### config.mk
export PLATFORM = sky130hd
export DESIGN_NAME = serial_datapath
export DESIGN_NICKNAME = d
export VERILOG_FILES = /design/src/rtl/cpu_pkg.sv /design/src/rtl/serial_alu_bit.sv /design/src/rtl/serial_datapath.sv
export SDC_FILE = /design/constraint.sdc
export NUM_CORES = 1
export LEC_CHECK = 0
export CAP_MARGIN = 5
export CORE_MARGIN = 2
export CORE_UTILIZATION = 58
export CTS_CLUSTER_SIZE = 25
export DETAILED_ROUTE_END_ITERATION = 8
export GPL_TIMING_DRIVEN = 0
export MAX_ROUTING_LAYER = met4
export PLACE_DENSITY = 0.82
export REMOVE_ABC_BUFFERS = 1
export SKIP_LAST_GASP = 1
export SYNTH_ARGS = -nofsm -noshare
export SYNTH_HDL_FRONTEND = slang
export SYNTH_HIERARCHICAL = 1
export SYNTH_SLANG_ARGS = --single-unit
export TNS_END_PERCENT = 100
### constraint.sdc
create_clock -name clk -period 2.5 [get_ports clk]
set_input_delay 0.25 -clock clk [delete_from_list [all_inputs] [get_ports clk]]
set_output_delay 0.25 -clock clk [all_outputs]
set_load 0.02 [all_outputs]
### src/rtl/cpu_pkg.sv
// Shared constants for the bit-serial CPU: ALU operation codes, datapath
// defaults and the opcode set decoded by the control FSM.
package cpu_pkg;

    localparam int WIDTH_DEF = 8;
    localparam int NREGS_DEF = 8;

    localparam logic [1:0] ALU_ADD = 2'b00;
    localparam logic [1:0] ALU_XOR = 2'b01;
    localparam logic [1:0] ALU_AND = 2'b10;
    localparam logic [1:0] ALU_OR  = 2'b11;

    typedef enum logic [2:0] {
        OP_ADD  = 3'd0,
        OP_SUB  = 3'd1,
        OP_ADDI = 3'd2,
        OP_XOR  = 3'd3,
        OP_AND  = 3'd4,
        OP_OR   = 3'd5
    } opcode_e;

endpackage

### src/rtl/serial_alu_bit.sv
// One-bit ALU slice for the serial datapath. Sum/logic output and carry-out
// are combinational; the carry register feeds the next bit.
module serial_alu_bit
    import cpu_pkg::*;
(
    input  logic       clk,
    input  logic       rst,
    input  logic       clr,
    input  logic       step_en,
    input  logic       carry_en,
    input  logic       cin_sel,
    input  logic       sub_en,
    input  logic [1:0] alu_op,
    input  logic       a,
    input  logic       b,
    output logic       s,
    output logic       cout
);

    logic carry_reg;
    logic b_eff;
    logic cin;

    // First bit of a phase takes its carry-in from sub_en (1 for two's complement)
    assign cin   = cin_sel ? sub_en : carry_reg;
    assign b_eff = b ^ sub_en;
    assign cout  = (a & b_eff) | (a & cin) | (b_eff & cin);

    always_comb begin
        s = 1'b0;
        case (alu_op)
            ALU_ADD: s = a ^ b_eff ^ cin;
            ALU_XOR: s = a ^ b;
            ALU_AND: s = a & b;
            ALU_OR:  s = a | b;
            default: s = 1'b0;
        endcase
    end

    always_ff @(posedge clk) begin
        if (rst || clr) begin
            carry_reg <= 1'b0;
        end else if (step_en && carry_en) begin
            carry_reg <= cout;
        end
    end

endmodule

### src/rtl/serial_datapath.sv
// Bit-serial execution datapath: register file, operand shifters, serial ALU,
// result/accumulator shifters and the phase bit counter.
module serial_datapath
    import cpu_pkg::*;
#(
    parameter int WIDTH = WIDTH_DEF,
    parameter int NREGS = NREGS_DEF,
    parameter int CNT_W = 3
) (
    input  logic             clk,
    input  logic             rst,
    input  logic             clr_counter,
    input  logic             en_counter,
    input  logic             reg_read_en,
    input  logic [2:0]       reg_addr_sel,
    input  logic             reg_write_en,
    input  logic             imm_shift_en,
    input  logic             exec_en,
    input  logic             sub_en,
    input  logic [1:0]       alu_op,
    input  logic             carry_en,
    input  logic             acc_write_en,
    input  logic             acc_shift_en,
    input  logic             imm_load,
    input  logic [6:0]       imm_in,
    input  logic             ld_en,
    input  logic [2:0]       ld_addr,
    input  logic [WIDTH-1:0] ld_data,
    output logic             bit_done,
    output logic [WIDTH-1:0] acc_out,
    output logic             carry_flag,
    output logic             zero_flag
);

    logic [CNT_W-1:0] cnt_reg;
    logic             read_phase_reg;
    logic [WIDTH-1:0] regs_reg [NREGS];
    logic [WIDTH-1:0] op_a_reg, op_b_reg, imm_reg, result_reg, acc_reg;
    logic             carry_flag_reg;

    logic [NREGS-1:0] ser_hit;
    logic [NREGS-1:0] ld_hit;
    logic             rd_bit;
    logic             wr_shift;
    logic             alu_s, alu_cout;
    logic             last_bit;

    assign last_bit   = (cnt_reg == CNT_W'(WIDTH - 1));
    assign bit_done   = en_counter && last_bit && !clr_counter;
    assign wr_shift   = acc_write_en && acc_shift_en;
    assign rd_bit     = regs_reg[reg_addr_sel][0];
    assign acc_out    = acc_reg;
    assign carry_flag = carry_flag_reg;
    assign zero_flag  = (acc_reg == '0);

    // A preload loses to any serial access aimed at the same register
    for (genvar gi = 0; gi < NREGS; gi++) begin : g_hit
        assign ser_hit[gi] = (reg_addr_sel == 3'(gi));
        assign ld_hit[gi]  = ld_en && (ld_addr == 3'(gi)) &&
                             !((reg_read_en || reg_write_en) && ser_hit[gi]);
    end

    always_ff @(posedge clk) begin
        if (rst || clr_counter) begin
            cnt_reg <= '0;
        end else if (en_counter) begin
            cnt_reg <= last_bit ? '0 : cnt_reg + 1'b1;
        end
    end

    always_ff @(posedge clk) begin
        if (rst || clr_counter) begin
            read_phase_reg <= 1'b0;
        end else if (reg_read_en && bit_done) begin
            read_phase_reg <= ~read_phase_reg;
        end
    end

    always_ff @(posedge clk) begin
        if (rst) begin
            for (int i = 0; i < NREGS; i++) regs_reg[i] <= '0;
        end else begin
            for (int i = 0; i < NREGS; i++) begin
                if (reg_read_en && ser_hit[i]) begin
                    regs_reg[i] <= {regs_reg[i][0], regs_reg[i][WIDTH-1:1]};
                end else if (wr_shift && reg_write_en && ser_hit[i]) begin
                    regs_reg[i] <= {result_reg[0], regs_reg[i][WIDTH-1:1]};
                end else if (ld_hit[i]) begin
                    regs_reg[i] <= ld_data;
                end
            end
        end
    end

    always_ff @(posedge clk) begin
        if (rst) begin
            op_a_reg <= '0;
            op_b_reg <= '0;
            imm_reg  <= '0;
        end else begin
            if (reg_read_en && !read_phase_reg)
                op_a_reg <= {rd_bit, op_a_reg[WIDTH-1:1]};
            else if (exec_en)
                op_a_reg <= {1'b0, op_a_reg[WIDTH-1:1]};

            if (reg_read_en && read_phase_reg)
                op_b_reg <= {rd_bit, op_b_reg[WIDTH-1:1]};
            else if (imm_shift_en)
                op_b_reg <= {imm_reg[0], op_b_reg[WIDTH-1:1]};
            else if (exec_en)
                op_b_reg <= {1'b0, op_b_reg[WIDTH-1:1]};

            if (imm_load)
                imm_reg <= {{(WIDTH-7){1'b0}}, imm_in};
            else if (imm_shift_en && !reg_read_en)
                imm_reg <= {imm_reg[0], imm_reg[WIDTH-1:1]};
        end
    end

    serial_alu_bit u_alu (
        .clk      (clk),
        .rst      (rst),
        .clr      (clr_counter),
        .step_en  (exec_en),
        .carry_en (carry_en),
        .cin_sel  (cnt_reg == '0),
        .sub_en   (sub_en),
        .alu_op   (alu_op),
        .a        (op_a_reg[0]),
        .b        (op_b_reg[0]),
        .s        (alu_s),
        .cout     (alu_cout)
    );

    always_ff @(posedge clk) begin
        if (rst) begin
            result_reg     <= '0;
            acc_reg        <= '0;
            carry_flag_reg <= 1'b0;
        end else begin
            if (exec_en)
                result_reg <= {alu_s, result_reg[WIDTH-1:1]};
            else if (wr_shift)
                result_reg <= {result_reg[0], result_reg[WIDTH-1:1]};

            if (wr_shift)
                acc_reg <= {result_reg[0], acc_reg[WIDTH-1:1]};

            if (exec_en && bit_done)
                carry_flag_reg <= (alu_op == ALU_ADD) ? alu_cout : 1'b0;
        end
    end

endmodule
## Word level (Yosys, flattened, before mapping)

Memories as Yosys holds them, arrays and structs flattened.
Cells that the tools add are included.

| word-level totals | value |
|---|---|
| memories | 1 |
| register bits | 46 |
| bits in writable memories | 64 |
| output and inout port bits | 11 |
| logic and storage cells | 274 |

Memory list:

| memory | words | bits a word | read ports | clocked after memory_dff | wr ports | line | source |
|---|---|---|---|---|---|---|---|
| regs_reg | 8 | 8 | 9 | 0 | 8 | serial_datapath.sv:37 | `logic [WIDTH-1:0] regs_reg [NREGS];` |

| operators by class | value |
|---|---|
| add/sub/neg operators | 1 |
| equality and inequality tests | 18 |
| reduce and logical (&&, ||, !) cells | 73 |
| bitwise logic cells | 36 |
| multiplexer cells | 135 |

Operators by type and width:

| cell | number |
|---|---|
| $mux W8 | 31 |
| $mux W1 | 100 |
| $logic_and A1 B1 Y1 | 50 |
| $eq A3 B3 Y1 const B | 9 |
| $or A1 B1 Y1 | 27 |
| $mux W7 | 2 |
| $eq A3 B2 Y1 const B | 4 |
| $logic_not A1 Y1 | 11 |
| $logic_not A3 Y1 | 3 |
| $logic_not A8 Y1 | 1 |
| $eq A3 B1 Y1 const B | 2 |
| $reduce_bool A2 Y1 | 3 |
| $and A1 B1 Y1 | 4 |
| $eq A2 B2 Y1 const B | 2 |
| $pmux W1 S4 | 1 |
| $xor A1 B1 Y1 | 4 |
| $add A3 B1 Y3 const B | 1 |
| $mux W3 | 1 |
| $reduce_bool A3 Y1 | 1 |
| $eq A2 B1 Y1 const B | 1 |
| $logic_not A2 Y1 | 1 |
| $logic_or A1 B1 Y1 | 2 |
| $reduce_or A2 Y1 | 1 |
| $not A1 Y1 | 1 |

## Depth between registers and ports, before layout

Gate-level depths: netlist (run 1).

| depth | value |
|---|---|
| depth in word-level cells | 10 |
| depth in mapped cells | 9 |
| mapped depth without buffers | 9 |

## Modules after synthesis

Netlist (run 1), hierarchy kept.

By module, submodules not included:

| module | seq. area each (µm²) | area an instance (µm²) | cells each | times used |
|---|---|---|---|---|
| serial_datapath | 2822.7 | 5285.1 | 479 | 1 |
| serial_alu_bit | 20.0 | 142.6 | 15 | 1 |

## Worst setup path after synthesis (run 1)

OpenSTA, ideal clock, no wires.

| path | value |
|---|---|
| kind | register to register |
| from | register cnt_reg[0] |
| to | register result_reg[7] |
| buffers on the path | 0 |
| stages on the path, launching flop included | 10 |
| arrival | 1.898 ns |
| clock period less this slack | 2.030 ns |
| slack | 0.470 ns |
| cells stage by stage | dfxtp_1 > inv_1 > ha_1 > nor2b_1 > mux2i_1 > fa_1 > inv_1 > mux4_2 > nand2_1 > a21oi_1 |

| on the way | value |
|---|---|
| word-level cells in the longest chain between the ends | 5 |

Ends and longest elaborated chain:

| item | line | source |
|---|---|---|
| from (decl) | serial_datapath.sv:35 | `logic [CNT_W-1:0] cnt_reg;` |
| from (signal assigned) | serial_datapath.sv:67 | `cnt_reg <= last_bit ? '0 : cnt_reg + 1'b1;` |
| $logic_not A3 Y1 | serial_datapath.sv:126 | `.cin_sel (cnt_reg == '0),` |
| $mux W1 | serial_alu_bit.sv:25 | `assign cin = cin_sel ? sub_en : carry_reg;` |
| $xor A1 B1 Y1 | serial_alu_bit.sv:32 | `ALU_ADD: s = a ^ b_eff ^ cin;` |
| $pmux W1 S4 | serial_alu_bit.sv:31 | `case (alu_op)` |
| net alu_s | serial_datapath.sv:45 | `logic alu_s, alu_cout;` |
| $mux W8 | serial_datapath.sv:141 | `if (exec_en)` |
| to (signal assigned) | serial_datapath.sv:142 | `result_reg <= {alu_s, result_reg[WIDTH-1:1]};` |
| to (signal assigned) | serial_datapath.sv:144 | `result_reg <= {result_reg[0], result_reg[WIDTH-1:1]};` |
| to (decl) | serial_datapath.sv:38 | `logic [WIDTH-1:0] op_a_reg, op_b_reg, imm_reg, result_reg, acc_reg;` |

The timed path passes the listed nets, and every way through them passes these cells.
A chain may end at the register's enable or synchronous reset.

==> results.md, run 1 <==
* DRC violations left at 0
* Worst slack on hold paths at 447 ps
* Number of hold-slack violations in the final timing report at 0
* Async set or reset register ratio after synthesis at 0%
* Leakage power summed over all cells at 2.42 nW
* Global placement routability congestion at 0.856
* Pre-CTS worst setup slack at -925 ps
* Kind of end point of the critical path: flop
* Result of the run: finished, final reports clean
* Sum of overflow across all layers after global routing at 0
* Setup TNS at 0 ps
* Average routed wire per standard cell at 17.8 µm
* Gate count of the mapped netlist at 494
* Total power divided by cell area at 557 nW/µm²
* Worst clock skew at 15.4 ps
* Number of flip-flops under the largest register name at 64
* Tot GR Track Use at 24.1%
* Max Root-Sink Buffers at 2
* Iteration-0 DRC count of the detailed router at 177
* Top area cells in the synthesized netlist: sky130_fd_sc_hd__edfxtp_1 35%, sky130_fd_sc_hd__dfxtp_1 17%, sky130_fd_sc_hd__mux2i_1 13%
* Number of antenna violations at the first check in global routing at 0
* Fmax at 0.421 GHz
* Pins over their slew limit at 0
* Post-layout worst setup margin at 123 ps
* IR Drop Worst-Case VDD at 0.483 mV
* Area of the multi-input gates at 2460 µm²
* Worst EP arrival at 2440 ps
* Num ports at 48
* Post-Syn Area at 5430 µm²
* Final worst path period share at 95.1%
* Max capacitance violation total at 0
* Most frequent cells in the layout: 76 x sky130_fd_sc_hd__nor2_1, 71 x sky130_fd_sc_hd__mux2i_1, 64 x sky130_fd_sc_hd__edfxtp_1
* YS warnings at 6
* Hold buffers post-CTS at 0
* CTS sink count at 110
* Cell type with the highest aggregate area in the netlist: sky130_fd_sc_hd__edfxtp_1
* Number of rows created at floorplan at 35
* Kind of path behind the tightest hold check: in -> reg
* Post-route minimum period at 2380 ps
* Worst skew pair latency at 380 ps
* Clock buffers created by TritonCTS at 9
* CTS root buffer: sky130_fd_sc_hd__clkbuf_8
* Sequential cell area fraction in the yosys report at 52.4%
* Fill count at 696
* Maximum net fanout on the critical path at 16
* CTS tree: done
* Library cells used by synthesis at 58
* Wire length of the first global-routing pass at 18500 µm
* N_diodes at 0
* Number of vias in the routed layout at 3874
* Worst setup path class: in -> reg
* PortBufs at 47
* Die X-Extent at 101 µm
* Full die area at 10100 µm²
* Dominant synthesized flop cell: sky130_fd_sc_hd__edfxtp_1
* Post-layout util at 67.7%
* Pin count of the biggest net entering global routing at 44
* Area Overhead vs Synth at 14.2%
* Relative max-transition margin at 38.8%
* Area share of the largest cell type after synthesis at 35.4%
* Startpoint type of the worst setup path: input port
* Post-synth EDFFs at 64
* Detailed placer's ending HPWL at 7650 µm
* Post-layout instance area at 6200 µm²
* Post-synthesis area per instance at 11.0 µm²
* Pre-Repair DR Iteration Count at 5
* Net count reported at finish at 569
* Via count of the first global-routing pass at 3697
* # H-tree levels at 3
* Final ANT Viol Nets at 0
* Core region area at 9150 µm²
* Area after DPL at 5910 µm²
* Initial Util at 59.3%
* Share of post-route cells with drive strength above 1 at 10.2%
* Flip-flop and latch count after synthesis at 110
* Leading cell type in the layout, fill and taps excluded: sky130_fd_sc_hd__nor2_1
* Final number of setup-violating endpoints at 0
* Wire length reported by the detailed router at 11400 µm
* Via count normalized by instance count at 6.03
* CTS clk-pin slew, worst paths at 110 ps
* CP Data Required Time at 2560 ps
* Least-Margin Pin Slew at 918 ps
* Y dimension of the die at 101 µm
* Combined flip-flop and latch cell area at 2840 µm²
## cell usage after synthesis, types with 2 or more instances
cell type,count
sky130_fd_sc_hd__nor4_1,4
sky130_fd_sc_hd__nor3_1,8
sky130_fd_sc_hd__buf_1,2
sky130_fd_sc_hd__a21boi_4,4
sky130_fd_sc_hd__nand2b_1,9
sky130_fd_sc_hd__a21oi_1,27
sky130_fd_sc_hd__a211oi_1,7
sky130_fd_sc_hd__nand3_1,2
sky130_fd_sc_hd__clkbuf_1,19
sky130_fd_sc_hd__nand4_1,3
sky130_fd_sc_hd__ha_1,5
sky130_fd_sc_hd__a211o_1,2
sky130_fd_sc_hd__o31a_1,2
sky130_fd_sc_hd__mux2_2,7
sky130_fd_sc_hd__nor2_1,76
sky130_fd_sc_hd__mux4_2,3
sky130_fd_sc_hd__a22o_1,7
sky130_fd_sc_hd__nand3b_1,2
sky130_fd_sc_hd__nand2_1,51
sky130_fd_sc_hd__and2_1,2
sky130_fd_sc_hd__buf_2,7
sky130_fd_sc_hd__o311ai_1,2
sky130_fd_sc_hd__mux2i_1,71
sky130_fd_sc_hd__o2111ai_1,2
sky130_fd_sc_hd__inv_1,10
sky130_fd_sc_hd__or4_1,2
sky130_fd_sc_hd__a311oi_1,4
sky130_fd_sc_hd__nor2_2,3
sky130_fd_sc_hd__o2111a_1,2
sky130_fd_sc_hd__buf_6,2
sky130_fd_sc_hd__edfxtp_1,64
sky130_fd_sc_hd__dfxtp_1,46
sky130_fd_sc_hd__a21o_1,2
sky130_fd_sc_hd__nor2b_1,8
sky130_fd_sc_hd__buf_4,3
sky130_fd_sc_hd__o21ai_0,2
## final timing paths
check,start,to,slack (ps),depth (start not counted)
max,reg_addr_sel[1],regs_reg[2][1],120,5
min,rst,result_reg[6],450,2
max reg2reg,cnt_reg[0],result_reg[7],310,9
min reg2reg,carry_flag,carry_flag,460,2
## through the flow
stage               power [W]  cells
floorplan             0.00225    461
global placement      0.00242    619
detailed placement    0.00243    620
CTS                   0.00346    636
global route          0.00358    642
finish                0.00345    642
## cell type report
| type | count | area share (%) |
|---|---|---|
| clock buffer | 10 | 2.40 |
| clock inverter | 6 | 0.666 |
| inverter | 10 | 0.605 |
| multi-input combinational | 341 | 39.6 |
| sequential | 110 | 45.9 |
| tap | 111 | 2.24 |
| timing repair buffer | 54 | 8.60 |
## power by group
group,switching (W),internal [W]
Combinational,0.000227,0.000155
Sequential,0.0000297,0.00200
Clock,0.000616,0.000429
Total,0.000872,0.00258
## cells by family after synthesis
logic type	count (synthesis)	share of synthesized area (%)
AND/OR/NAND/NOR	180	15.9
flip-flops	110	52.4
multiplexers	81	15.8
AO/OA/AOI/OAI	72	10.5
buffers and inverters	43	3.62
adder cells (fa/ha/maj)	6	1.52
XOR/XNOR	2	0.323
## timing repair
action	in CTS	in global routing
pin swaps	0	3
gates cloned	0	0
resized for setup	3	6
buffers inserted	0	6
endpoints found under the setup margin	64	64
## worst max-delay path, stage by stage
cell and delay [ps]:
sky130_fd_sc_hd__clkdlybuf4s15_1 770, sky130_fd_sc_hd__o21ai_2 250, sky130_fd_sc_hd__o2111ai_4 480, sky130_fd_sc_hd__a21boi_4 380
sky130_fd_sc_hd__nand2b_1 290
## routing by layer
layer  global-route usage (%)  wire length, µm  vias to the layer above
li1                         -                -                     1833
met1                     31.3             4990                     1903
met2                     38.3             5670                      116
met3                     5.13              589                       22
met4                     7.17              193                        0
met5                        -                0                        -
Power figures use the tool's default switching activity.
==> run 2, diff against run 1 <==
Settings changed: SLEW_MARGIN set to 10.
==> results.md, run 2 (synthesis results as in run 1) <==
* Leakage power summed over all cells at 2.39 nW (-1.2%)
* Global placement routability congestion at 0.856 (unchanged)
* Average routed wire per standard cell at 17.4 µm (-2.1%)
* Core region area at 9150 µm² (unchanged)
* Number of flip-flops under the largest register name at 64 (unchanged)
* Kind of path behind the tightest hold check: in -> reg
* Post-route minimum period at 2370 ps (-10.2 ps)
* Worst setup path class: in -> reg
* Crit path buffers/inverters at 2 (+1)
* N_diodes at 0 (unchanged)
* Number of antenna violations at the first check in global routing at 0 (unchanged)
* Via count normalized by instance count at 5.94 (-1.6%)
* CTS tree: done
* Length in cells of the worst reg-to-reg path at 9 (unchanged)
* Worst skew pair latency at 380 ps (about the same)
* Full die area at 10100 µm² (unchanged)
* Clock buffers created by TritonCTS at 9 (unchanged)
* Tot GR Track Use at 23.5% (-0.57 points)
* Combined flip-flop and latch cell area at 2840 µm² (unchanged)
* Wire length of the first global-routing pass at 18000 µm (-2.9%)
* Number of hold-slack violations in the final timing report at 0 (unchanged)
* Leading cell type in the layout, fill and taps excluded: sky130_fd_sc_hd__nor2_1
* Reg2reg start: cnt_reg[0]
* Max capacitance violation total at 0 (unchanged)
* Worst EP arrival at 2430 ps (about the same)
* Final worst path period share at 94.7% (-0.41 points)
* Y dimension of the die at 101 µm (unchanged)
* Number of vias in the routed layout at 3790 (-2.2%)
* Final number of setup-violating endpoints at 0 (unchanged)
* Destination of the worst register-to-register timing path: result_reg[7]
* CTS sink count at 110 (unchanged)
* Power Total at 0.00337 W (-2.4%)
* Worst Setup EP: regs_reg[1][1]
* Fill count at 693 (-0.43%)
* Total power divided by cell area at 550 nW/µm² (-1.2%)
* CTS root buffer: sky130_fd_sc_hd__clkbuf_8
* DRC violations left at 0 (unchanged)
* Reg-to-reg setup timing slack at 280 ps (-30 ps)
* Setup TNS at 0 ps (unchanged)
* Slowest cell on the critical path: sky130_fd_sc_hd__clkdlybuf4s50_1
* Via count of the first global-routing pass at 3614 (-2.2%)
* Area of the multi-input gates at 2440 µm² (-0.81%)
* Relative max-transition margin at 41.3% (+2.4 points)
* Fmax at 0.422 GHz (+0.43%)
* Pins over their slew limit at 0 (unchanged)
* Area Overhead vs Synth at 12.8%
* Dominant delay contributor by cell family on the critical path: buffers and inverters
* Worst clock skew at 8.51 ps (-6.87 ps)
* Net count reported at finish at 565 (-0.70%)
* Non-filler instance count after layout at 638 (-0.62%)
* Worst Setup SP: reg_addr_sel[0]
* Result of the run: finished, final reports clean
* Pre-Repair DR Iteration Count at 4 (-1)
* Final ANT Viol Nets at 0 (unchanged)
* Startpoint type of the worst setup path: input port
* Least-Margin Pin Slew at 881 ps (-36.6 ps)
* Hold buffers post-CTS at 0 (unchanged)
* Max Root-Sink Buffers at 2 (unchanged)
* Kind of end point of the critical path: flop
* Iteration-0 DRC count of the detailed router at 214 (+21%)
* Area after DPL at 5910 µm² (about the same)
* Most frequent cells in the layout: 76 x sky130_fd_sc_hd__nor2_1, 71 x sky130_fd_sc_hd__mux2i_1, 64 x sky130_fd_sc_hd__edfxtp_1
* CTS clk-pin slew, worst paths at 100 ps (about the same)
* Pin count of the biggest net entering global routing at 82 (+86%)
* Instance count on the critical path at 6 (+1)
* Number of rows created at floorplan at 35 (unchanged)
* Wire length reported by the detailed router at 11100 µm (-2.8%)
* Die X-Extent at 101 µm (unchanged)
* Cell seen most often among critical-path stages: sky130_fd_sc_hd__nand2b_1
* Initial Util at 59.3% (unchanged)
* Sum of overflow across all layers after global routing at 0 (unchanged)
* Cell total after placement at 621 (+0.16%)
* Num ports at 48 (unchanged)
* IR Drop Worst-Case VDD at 0.372 mV (-23%)
* # H-tree levels at 3 (unchanged)
* Maximum net fanout on the critical path at 10 (-6)
* Largest stage delay on the critical path at 740 ps (-30 ps)
* PortBufs at 47 (unchanged)
* Share of post-route cells with drive strength above 1 at 9.30% (-0.87 points)
* Cell breakdown of the critical path: clkdlybuf4s50_1, nand2b_1, o311ai_2, buf_4, a21boi_4, nand2b_1
* Unrepaired setup endpoints after global routing: no
* Detailed placer's ending HPWL at 7510 µm (-1.8%)
* CP Data Required Time at 2570 ps (about the same)
* Post-layout instance area at 6120 µm² (-1.3%)
run 2: cell types whose count changed in the layout (fill, tap and decap cells not counted), sizes merged:
cell	previous run	this run
clkinv	3	4
clkbuf	10	9
buf	8	4
dlygate4sd2	0	1
clkdlybuf4s15	1	0
run 2: worst min path at each step:
stage,start,depth (start not counted),slack (ps),end
finish,rst,2,450,acc_out[4]
global route,rst,2,470,op_a_reg[5]
CTS,rst,2,440,op_a_reg[0]
detailed placement,result_reg[2],2,450,result_reg[2]
global placement,result_reg[1],2,440,result_reg[1]
floorplan,rst,1,320,acc_out[0]
run 2: power breakdown:
group / internal (W) / total (W) / switching [W]
Clock: 0.000366 / 0.000973 / 0.000608
Combinational: 0.000151 / 0.000369 / 0.000218
Sequential: 0.00200 / 0.00203 / 0.0000297
run 2: per-stage QoR:
stage,util [%],worst slack (ps),hold slack (ps)
final,66.9,133,453
after global routing,66.9,18.5,468
after CTS,66.6,31.7,436
after detailed placement,64.5,-929,445
after global placement,64.2,-2100,440
after floorplan,-,110,319
run 2: per-layer routing:
| layer | vias up | GRT usage [%] | wire length, µm |
|---|---|---|---|
| met1 | 1832 | 30.5 | 4960 |
| met4 | 0 | 7.90 | 221 |
| met3 | 17 | 4.44 | 496 |
| met2 | 109 | 37.4 | 5450 |
| li1 | 1832 | - | - |
| met5 | - | - | 0 |
run 2: cell type report:
class | count | area share (%)
flip-flops and latches | 110 | 46.4
multi-input cells | 341 | 39.8
repair buffers | 50 | 8.03
well taps | 111 | 2.27
clock buffers | 9 | 2.02
clock inverters | 7 | 0.797
inverters | 10 | 0.613
run 2: what timing repair did:
action / CTS / global route
buffers inserted: 0 / 1
setup endpoints to repair: 40 / 32
hold endpoints to repair: 0 / 0
pin swaps: 0 / 1
resized for setup: 4 / 2
run 2: worst reg2reg max path: stages (launching register included):
cell and delay (ps):
sky130_fd_sc_hd__dfxtp_1 400, sky130_fd_sc_hd__inv_1 60, sky130_fd_sc_hd__ha_1 190, sky130_fd_sc_hd__nor2b_1 140
sky130_fd_sc_hd__mux2i_1 140, sky130_fd_sc_hd__fa_1 510, sky130_fd_sc_hd__inv_1 40, sky130_fd_sc_hd__mux4_2 440
sky130_fd_sc_hd__nand2_1 80, sky130_fd_sc_hd__a21oi_1 70
==> run 3, diff against run 2 <==
Settings changed: ABC_AREA set to 1, SLEW_MARGIN 10 to 20.
==> results.md, run 3 <==
* Die X-Extent at 102 µm (+1.1%)
* Wire length of the first global-routing pass at 19400 µm (+7.9%)
* CTS clk-pin slew, worst paths at 120 ps (+20 ps)
* Via count of the first global-routing pass at 4141 (+15%)
* YS warnings at 6 (unchanged)
* Worst EP arrival at 2070 ps (-360 ps)
* Power Total at 0.00366 W (+8.5%)
* Detailed placer's ending HPWL at 8190 µm (+9.0%)
* CP Data Required Time at 2250 ps (-320 ps)
* Clk network pwr share at 31.1% (+2.2 points)
* Via count normalized by instance count at 5.42 (-8.7%)
* Setup TNS at 0 ps (unchanged)
* Slowest cell on the critical path: sky130_fd_sc_hd__clkdlybuf4s50_1
* Post-route minimum period at 2320 ps (-45.4 ps)
* Logic pwr share at 12.3% (+1.3 points)
* Max Root-Sink Buffers at 2 (unchanged)
* PortBufs at 47 (unchanged)
* Flip-flop and latch count after synthesis at 110 (unchanged)
* Core region area at 9280 µm² (+1.4%)
* Share of post-route cells with drive strength above 1 at 9.54% (+0.24 points)
* Y dimension of the die at 102 µm (+1.1%)
* Largest stage delay on the critical path at 680 ps (-60 ps)
* Unrepaired setup endpoints after global routing: no
* Fmax at 0.431 GHz (+2.0%)
* Leading cell type in the layout, fill and taps excluded: sky130_fd_sc_hd__nand2_1
* Pins over their slew limit at 0 (unchanged)
* Result of the run: finished, final reports clean
* Sum of overflow across all layers after global routing at 0 (unchanged)
* CTS sink count at 110 (unchanged)
* Net count reported at finish at 751 (+33%)
* Worst clock skew at 15.8 ps (+7.30 ps)
* Wire length reported by the detailed router at 11900 µm (+6.6%)
* Worst skew pair latency at 380 ps (about the same)
* Dominant synthesized flop cell: sky130_fd_sc_hd__edfxtp_1
* Gate count of the mapped netlist at 668 (+35%)
* Tot GR Track Use at 24.7% (+1.2 points)
* Library cells used by synthesis at 38 (-34%)
* Iteration-0 DRC count of the detailed router at 254 (+19%)
* Reg-to-reg setup timing slack at 540 ps (+260 ps)
* Worst setup path class: reg -> out
* Pin count of the biggest net entering global routing at 60 (-27%)
* Final ANT Viol Nets at 0 (unchanged)
* Clock buffers created by TritonCTS at 9 (unchanged)
* Kind of end point of the critical path: output pin
* Total power divided by cell area at 585 nW/µm² (+6.2%)
* Top area cells in the synthesized netlist: sky130_fd_sc_hd__edfxtp_1 35%, sky130_fd_sc_hd__dfxtp_1 17%, sky130_fd_sc_hd__nand2_1 10%
* CTS tree: done
* Global placement routability congestion at 0.928 (+8.4%)
* Library cell with the highest instance count after synthesis: sky130_fd_sc_hd__nand2_1
* Pre-CTS worst setup slack at -842 ps (+87.5 ps)
* Cell seen most often among critical-path stages: sky130_fd_sc_hd__ha_1
* Most frequent cells in the layout: 151 x sky130_fd_sc_hd__nand2_1, 104 x sky130_fd_sc_hd__nor2_1, 64 x sky130_fd_sc_hd__edfxtp_1
* Full die area at 10400 µm² (+2.2%)
* Post-layout worst setup margin at 178 ps (+45.4 ps)
* Number of vias in the routed layout at 4566 (+20%)
* Async set or reset register ratio after synthesis at 0% (unchanged)
* Kind of path behind the tightest hold check: in -> reg
* Net switching power at 0.00101 W (+18%)
* DRC violations left at 0 (unchanged)
* Initial Util at 59.8% (+0.50 points)
* IR Drop Worst-Case VDD at 0.425 mV (+14%)
* CTS root buffer: sky130_fd_sc_hd__clkbuf_8
* Post-Syn Area at 5550 µm² (+2.3%)
* Switching fraction of total power at 27.5% (+2.1 points)
* Max capacitance violation total at 0 (unchanged)
* Sequential cell area fraction in the yosys report at 51.2% (-1.2 points)
* Cell-internal power at 0.00265 W (+5.4%)
* Post-synthesis area per instance at 8.31 µm² (-24%)
* Cell breakdown of the critical path: ha_1, ha_1, inv_1, nor3_2, clkdlybuf4s50_1
* Part of the total power dissipated in sequential elements at 56.7% (-3.5 points)
* Least-Margin Pin Slew at 734 ps (-147 ps)
* Cell type with the highest aggregate area in the netlist: sky130_fd_sc_hd__edfxtp_1
* Number of flip-flops under the largest register name at 64 (unchanged)
* Maximum net fanout on the critical path at 5 (-5)
* Number of hold-slack violations in the final timing report at 0 (unchanged)
* Average routed wire per standard cell at 14.1 µm (-19%)
* Number of rows created at floorplan at 35 (unchanged)
* Final worst path period share at 92.9% (-1.8 points)
* N_diodes at 0 (unchanged)
* Pre-Repair DR Iteration Count at 5 (+1)
* Top post-synthesis cells by count: 151 x sky130_fd_sc_hd__nand2_1, 104 x sky130_fd_sc_hd__nor2_1, 64 x sky130_fd_sc_hd__edfxtp_1
* # H-tree levels at 3 (unchanged)
* Number of antenna violations at the first check in global routing at 0 (unchanged)
* Relative max-transition margin at 50.9% (+9.6 points)
* Area Overhead vs Synth at 12.6%
* Final number of setup-violating endpoints at 0 (unchanged)
* Hold buffers post-CTS at 0 (unchanged)
* Startpoint type of the worst setup path: flop
* Post-synth EDFFs at 64 (unchanged)
* Num ports at 48 (unchanged)
* Area share of the largest cell type after synthesis at 34.6% (-0.79 points)
* Leakage power summed over all cells at 2.61 nW (+9.4%)
[run 3: changes by cell type after synthesis, moves of 31 or more]
| cell | before | now |
|---|---|---|
| sky130_fd_sc_hd__inv_1 | 10 | 63 |
| sky130_fd_sc_hd__mux2i_1 | 71 | 0 |
| sky130_fd_sc_hd__nand2_1 | 51 | 151 |
| sky130_fd_sc_hd__nand3_1 | 2 | 33 |
| sky130_fd_sc_hd__o21ai_0 | 2 | 51 |
| sky130_fd_sc_hd__o21ai_1 | 0 | 34 |
[run 3: logic make-up (layout without fill, tap and decap cells)]
kind of cell | Yosys count | count (layout) | share of synthesized area [%]
and+or+nand+nor | 343 | 343 | 27.9
xor gates and xnor gates | 1 | 1 | 0.158
AOI/OAI and AO/OA | 115 | 115 | 11.2
buffers and inverters | 93 | 138 | 7.96
DFF | 110 | 110 | 51.2
adders and majority gates | 6 | 6 | 1.49
[run 3: cell type report]
type / count / area, µm²
Multi-Input combinational cell: 465 / 2270
Sequential cell: 110 / 2840
Tap cell: 129 / 161
Clock inverter: 6 / 70.1
Timing Repair Buffer: 47 / 465
Clock buffer: 10 / 149
Fill cell: 781 / 3030
Inverter: 75 / 294
[run 3: metrics by stage]
stage / area [µm²] / std cells / util [%] / hold slack, ps
after floorplan: 5400 / 650 / - / 319
after global placement: 6030 / 826 / 65.0 / 454
after detailed placement: 6030 / 826 / 65.0 / 467
after CTS: 6260 / 842 / 67.4 / 436
after global routing: 6250 / 842 / 67.3 / 433
final: 6250 / 842 / 67.3 / 442
[run 3: power by group through the flow]
| stage | combinational [W] | clock (W) | sequential (W) |
|---|---|---|---|
| after floorplan | 0.000261 | 0 | 0.00211 |
| after global placement | 0.000429 | 0 | 0.00211 |
| after detailed placement | 0.000446 | 0 | 0.00211 |
| after CTS | 0.000450 | 0.00114 | 0.00207 |
| after global routing | 0.000501 | 0.00122 | 0.00208 |
| final | 0.000449 | 0.00113 | 0.00207 |
[run 3: what timing repair did]
item,CTS,global route
buffers inserted,0,0
endpoints found under the setup margin,89,8
gates resized for setup,3,3
[run 3: path summary, 6_finish.rpt]
path	start	end	depth (start not counted)
setup reg to reg	cnt_reg[0]	result_reg[7]	11
hold / removal	imm_in[2]	imm_reg[2]	3
hold reg to reg	carry_flag	carry_flag	2
setup / recovery	cnt_reg[0]	bit_done	5
[run 3: layer usage]
metal	wire length, µm	track usage (%)	vias up
li1	-	-	2275
met3	541	3.35	26
met4	230	9.13	0
met2	5740	39.8	137
met1	5350	32.2	2128
met5	0	-	-
[run 3: critical path: cells and delay by family (launching register included)]
kind	cells	cell delay, ps
adders and majority gates	2	300
DFF	1	400
buffers and inverters	2	750
and+or+nand+nor	1	250
==> RTL edit 1: new RTL, flow settings as in run 3 <==
`WIDTH_DEF`: 8 -> 10.
--- a/src/rtl/cpu_pkg.sv
+++ b/src/rtl/cpu_pkg.sv
@@ -4,3 +4,3 @@
 
-    localparam int WIDTH_DEF = 8;
+    localparam int WIDTH_DEF = 10;
     localparam int NREGS_DEF = 8;
Ports: changed (resized acc_out and ld_data); port bits go from 48 to 52. No check against the original RTL was run, so the function may have changed too.
==> RTL edit 1 against run 3 <==
- wire length increased by 23%
- worst setup slack got worse by 0.013 ns
- cell area increased by 23%
- utilization increased by 2.9 points
- die area increased by 18%
- sequential cell count increased by 26
- area after synthesis increased by 19%
- register-to-register slack improved by 0.24 ns
- total power increased by 53%
- first-iteration DRC count increased by 140%
- critical path type unchanged
- largest cell class unchanged
- highest routed layer unchanged
==> RTL edit 1: results <==
yosys:
  synth_cell_types: 39
  synthFlopType: "edfxtp_1"
  synth_edf_count: 80
  ys_top_cells_by_count: "nand2_1, nor2_1, o21ai_0, edfxtp_1, inv_1"
  ys_seq_area_frac: 0.535
  yosys_warnings: 6
  synth_most_common_cell: "nand2_1"
  yosys-top-cells-area: "edfxtp_1, dfxtp_1, nand2_1"
  synthArstFlopShare: 0
clock_network:
  path_clk_slew_ns: 0.06
  root_buffer: "clkbuf_16"
  cts_buffer_depth: 2
  clk_latency_ns: 0.43
  htree_num_levels: 4
  cts_buffers: 17
cells_and_area:
  largest_register_ffs: 80
  layout-drive-gt1-share: 0.0933
  n_antenna_cell: 0
  fill_cells: 854
  nNetsFinal: 854
worst_hold_path:
  hold_path.class: "in2reg"
placed_design:
  gp_congestion: 0.880
  dpl.hpwl_um: 9780
  portBuffers: 51
power_and_ir_drop:
  leakage_nw: 3.13
  irDropWorstVdd_mv: 0.588
  internal-power_mw: 4.26
global_routing:
  overflow: 0
  grt_start_max_net_pins: 76
  grt_pass1_wl_um: 23900
  grtUsageTotal: 0.250
  first_global_vias: 5006
  antenna_found_initial: 0
run_status:
  outcome: "completed"
critical_path:
  worstPathMaxFanout: 5
  arrival_ns: 2.08
timing:
  max_slew_margin: 0.584
  fin_skew_ns: 0.00403
drt:
  dr_total_vias: 5471
  drtPass1Iterations: 5
  drt_iter0_drc: 612
  wirelength_um: 14600
==> RTL edit 1: cell count changes in the layout (fill, tap and decap cells not counted), moves of 9 or more <==
| cell | before | now |
|---|---|---|
| clkbuf_8 | 9 | 0 |
| clkbuf_16 | 1 | 17 |
| a21boi_2 | 0 | 9 |
| o21ai_0 | 51 | 92 |
| dfxtp_1 | 46 | 56 |
| o21ai_1 | 34 | 2 |
| edfxtp_1 | 64 | 80 |
| o22ai_1 | 0 | 9 |
| nand4_1 | 3 | 21 |
| a21boi_1 | 0 | 9 |
| nand3_1 | 33 | 42 |
| nand2_1 | 151 | 160 |
==> RTL edit 1: final cells by class <==
cell class	count	area share
Clock buffer	18	0.0556
Multi-Input combinational cell	529	0.337
Tap cell	140	0.0227
Timing Repair Buffer	52	0.0665
Clock inverter	14	0.0206
Inverter	76	0.0410
Sequential cell	136	0.457
==> RTL edit 1: path summary, 6_finish.rpt <==
kind,from,end,slack [ns],cells past startpoint
worst max register to register,cnt_reg[2],result_reg[9],0.78,10
worst min register to register,cnt_reg[2],cnt_reg[2],0.46,1
worst min-delay path,rst,op_a_reg[9],0.32,2
worst max-delay path,cnt_reg[0],bit_done,0.17,3
==> RTL edit 1: power by group through the flow <==
stage | logic, mW | clock network [mW] | registers (mW)
global placement | 0.486 | 0 | 2.61
CTS | 0.514 | 2.51 | 2.57
floorplan | 0.296 | 0 | 2.61
detailed placement | 0.503 | 0 | 2.61
global route | 0.579 | 2.60 | 2.58
finish | 0.520 | 2.49 | 2.57
==> RTL edit 1: kinds of logic after synthesis <==
| logic type | synth area share |
|---|---|
| DFF | 0.535 |
| adders and majority gates | 0.00683 |
| xor gates and xnor gates | 0.00133 |
| and+or+nand+nor | 0.253 |
| AOI/OAI and AO/OA | 0.130 |
| buffers and inverters | 0.0746 |
==> RTL edit 1: metrics by stage <==
step           instances  setup WS [ns]  power (mW)  instance area, um2  utilization
2_1_floorplan        741          0.235        2.90                6390            -
4_1_cts              964         0.0369        5.59                7690        0.700
3_5_place_dp         932          -1.45        3.12                7080        0.644
5_1_grt              965        -0.0798        5.76                7720        0.703
6_report             965          0.165        5.58                7720        0.703
3_3_place_gp         932          -1.40        3.09                7080        0.644
==> RTL edit 1: what timing repair did <==
action / 4_1_cts / 5_1_grt
hold buffers: 0 / 0
cloned: 0 / 0
endpoints found under the setup margin: 140 / 54
setup buffers: 0 / 1
pin swaps: 0 / 1
resized for setup: 7 / 7
==> RTL edit 1: worst max-delay path, cell delays in order (launching register included) <==
cell	delay [ns]
dfxtp_1	0.36
nand2_1	0.10
nor3_1	0.49
clkdlybuf4s50_1	0.71
==> RTL edit 1: metal layers <==
metal	wire, um	global-route usage
met1	6190	0.325
met2	6990	0.385
met3	1150	0.0538
met4	293	0.102
met5	0	-
==> RTL edit 2: new RTL, settings of run 3 <==
Without the edit above. Add an input register stage for `en_counter`, cleared by the reset; this delays it by one clock. The other inputs are not delayed to match.
--- a/src/rtl/serial_datapath.sv
+++ b/src/rtl/serial_datapath.sv
@@ -34,2 +34,12 @@
 
+    logic en_counter_q;
+
+    always_ff @(posedge clk) begin
+        if (rst) begin
+            en_counter_q <= '0;
+        end else begin
+            en_counter_q <= en_counter;
+        end
+    end
+
     logic [CNT_W-1:0] cnt_reg;
@@ -48,3 +58,3 @@
     assign last_bit   = (cnt_reg == CNT_W'(WIDTH - 1));
-    assign bit_done   = en_counter && last_bit && !clr_counter;
+    assign bit_done   = en_counter_q && last_bit && !clr_counter;
     assign wr_shift   = acc_write_en && acc_shift_en;
@@ -65,3 +75,3 @@
             cnt_reg <= '0;
-        end else if (en_counter) begin
+        end else if (en_counter_q) begin
             cnt_reg <= last_bit ? '0 : cnt_reg + 1'b1;
Function: changed (a bounded check fails within 10 cycles, from zero or initial values and one cycle with rst high).
==> RTL edit 2 against run 3 <==
- largest cell class unchanged
- wire length up 0.10%
- worst setup slack worse by 0.062 ns
- area after synthesis down 1.1%
- total power down 3.2%
- sequential share of layout area grew 0.73 points
- sequential cell count grew 1
- cell area shrank 0.88%
- highest routed layer unchanged
==> RTL edit 2: results <==
run_status:
  outcome: "completed"
global_routing:
  grtUsageTotal: 0.254
  grt_start_max_net_pins: 58
  first_global_vias: 4243
  use_met2: 0.411
  met1_usage: 0.332
  grt_pass1_wl_um: 19800
cells_and_area:
  multi_input_area_share: 0.355
  final-instance-count-excl-fill: 849
  clk_share: 0.0291
  syn2layout_area_growth_pct: 12.8
  n_all_inverters: 87
  nNetsFinal: 776
  layout-drive-gt1-share: 0.0583
  buffer_area_frac: 0.0761
yosys:
  synthXorXnorAreaFrac: 0.00160
  ys_seq_area_frac: 0.521
  synth_compound_area_frac: 0.104
  synth_cell_types: 34
  yosys-top-cells-area: "edfxtp_1, dfxtp_1, nand2_1"
  ys_top_cells_by_count: "nand2_1, nor2_1, inv_1, o21ai_0, edfxtp_1"
power_and_ir_drop:
  leakage_nw: 2.72
  irDropWorstVdd_mv: 0.311
critical_path:
  arrival_ns: 2.13
  r2r_setup_slack_ns: 0.57
drt:
  drt_iter0_drc: 365
  viasPerCell: 5.44
timing:
  fmaxAchievable_mhz: 420
  max_slew_margin: 0.620
  fin_skew_ns: 0.0120
placed_design:
  gp_congestion: 0.928
  dp.cells: 833
  placed_cell_area_um2: 5990
floorplan:
  dieArea_um2: 10300
## RTL edit 2: worst min path at each step
| stage | from | endpoint | slack, ns | cells after the start |
|---|---|---|---|---|
| final | en_counter | en_counter_q | 0.38 | 3 |
| after global routing | en_counter | en_counter_q | 0.41 | 3 |
| after CTS | en_counter | en_counter_q | 0.38 | 3 |
| after detailed placement | op_a_reg[7] | op_a_reg[7] | 0.46 | 2 |
| after global placement | carry_flag | carry_flag | 0.45 | 2 |
| after floorplan | rst | acc_out[7] | 0.32 | 1 |
## RTL edit 2: power groups by stage
stage	registers (mW)	logic, mW	clock network (mW)
after floorplan	2.12	0.249	0
after global placement	2.12	0.417	0
after detailed placement	2.13	0.432	0
after CTS	2.09	0.437	1.02
after global routing	2.10	0.497	1.09
final	2.09	0.441	1.01
## RTL edit 2: layer usage
layer  wire, um  share of wire  vias up
li1           -              -     2334
met1       5300           0.45     2121
met2       5640           0.47      140
met3        699          0.059       21
met4        233          0.020        0
met5          0              0        -
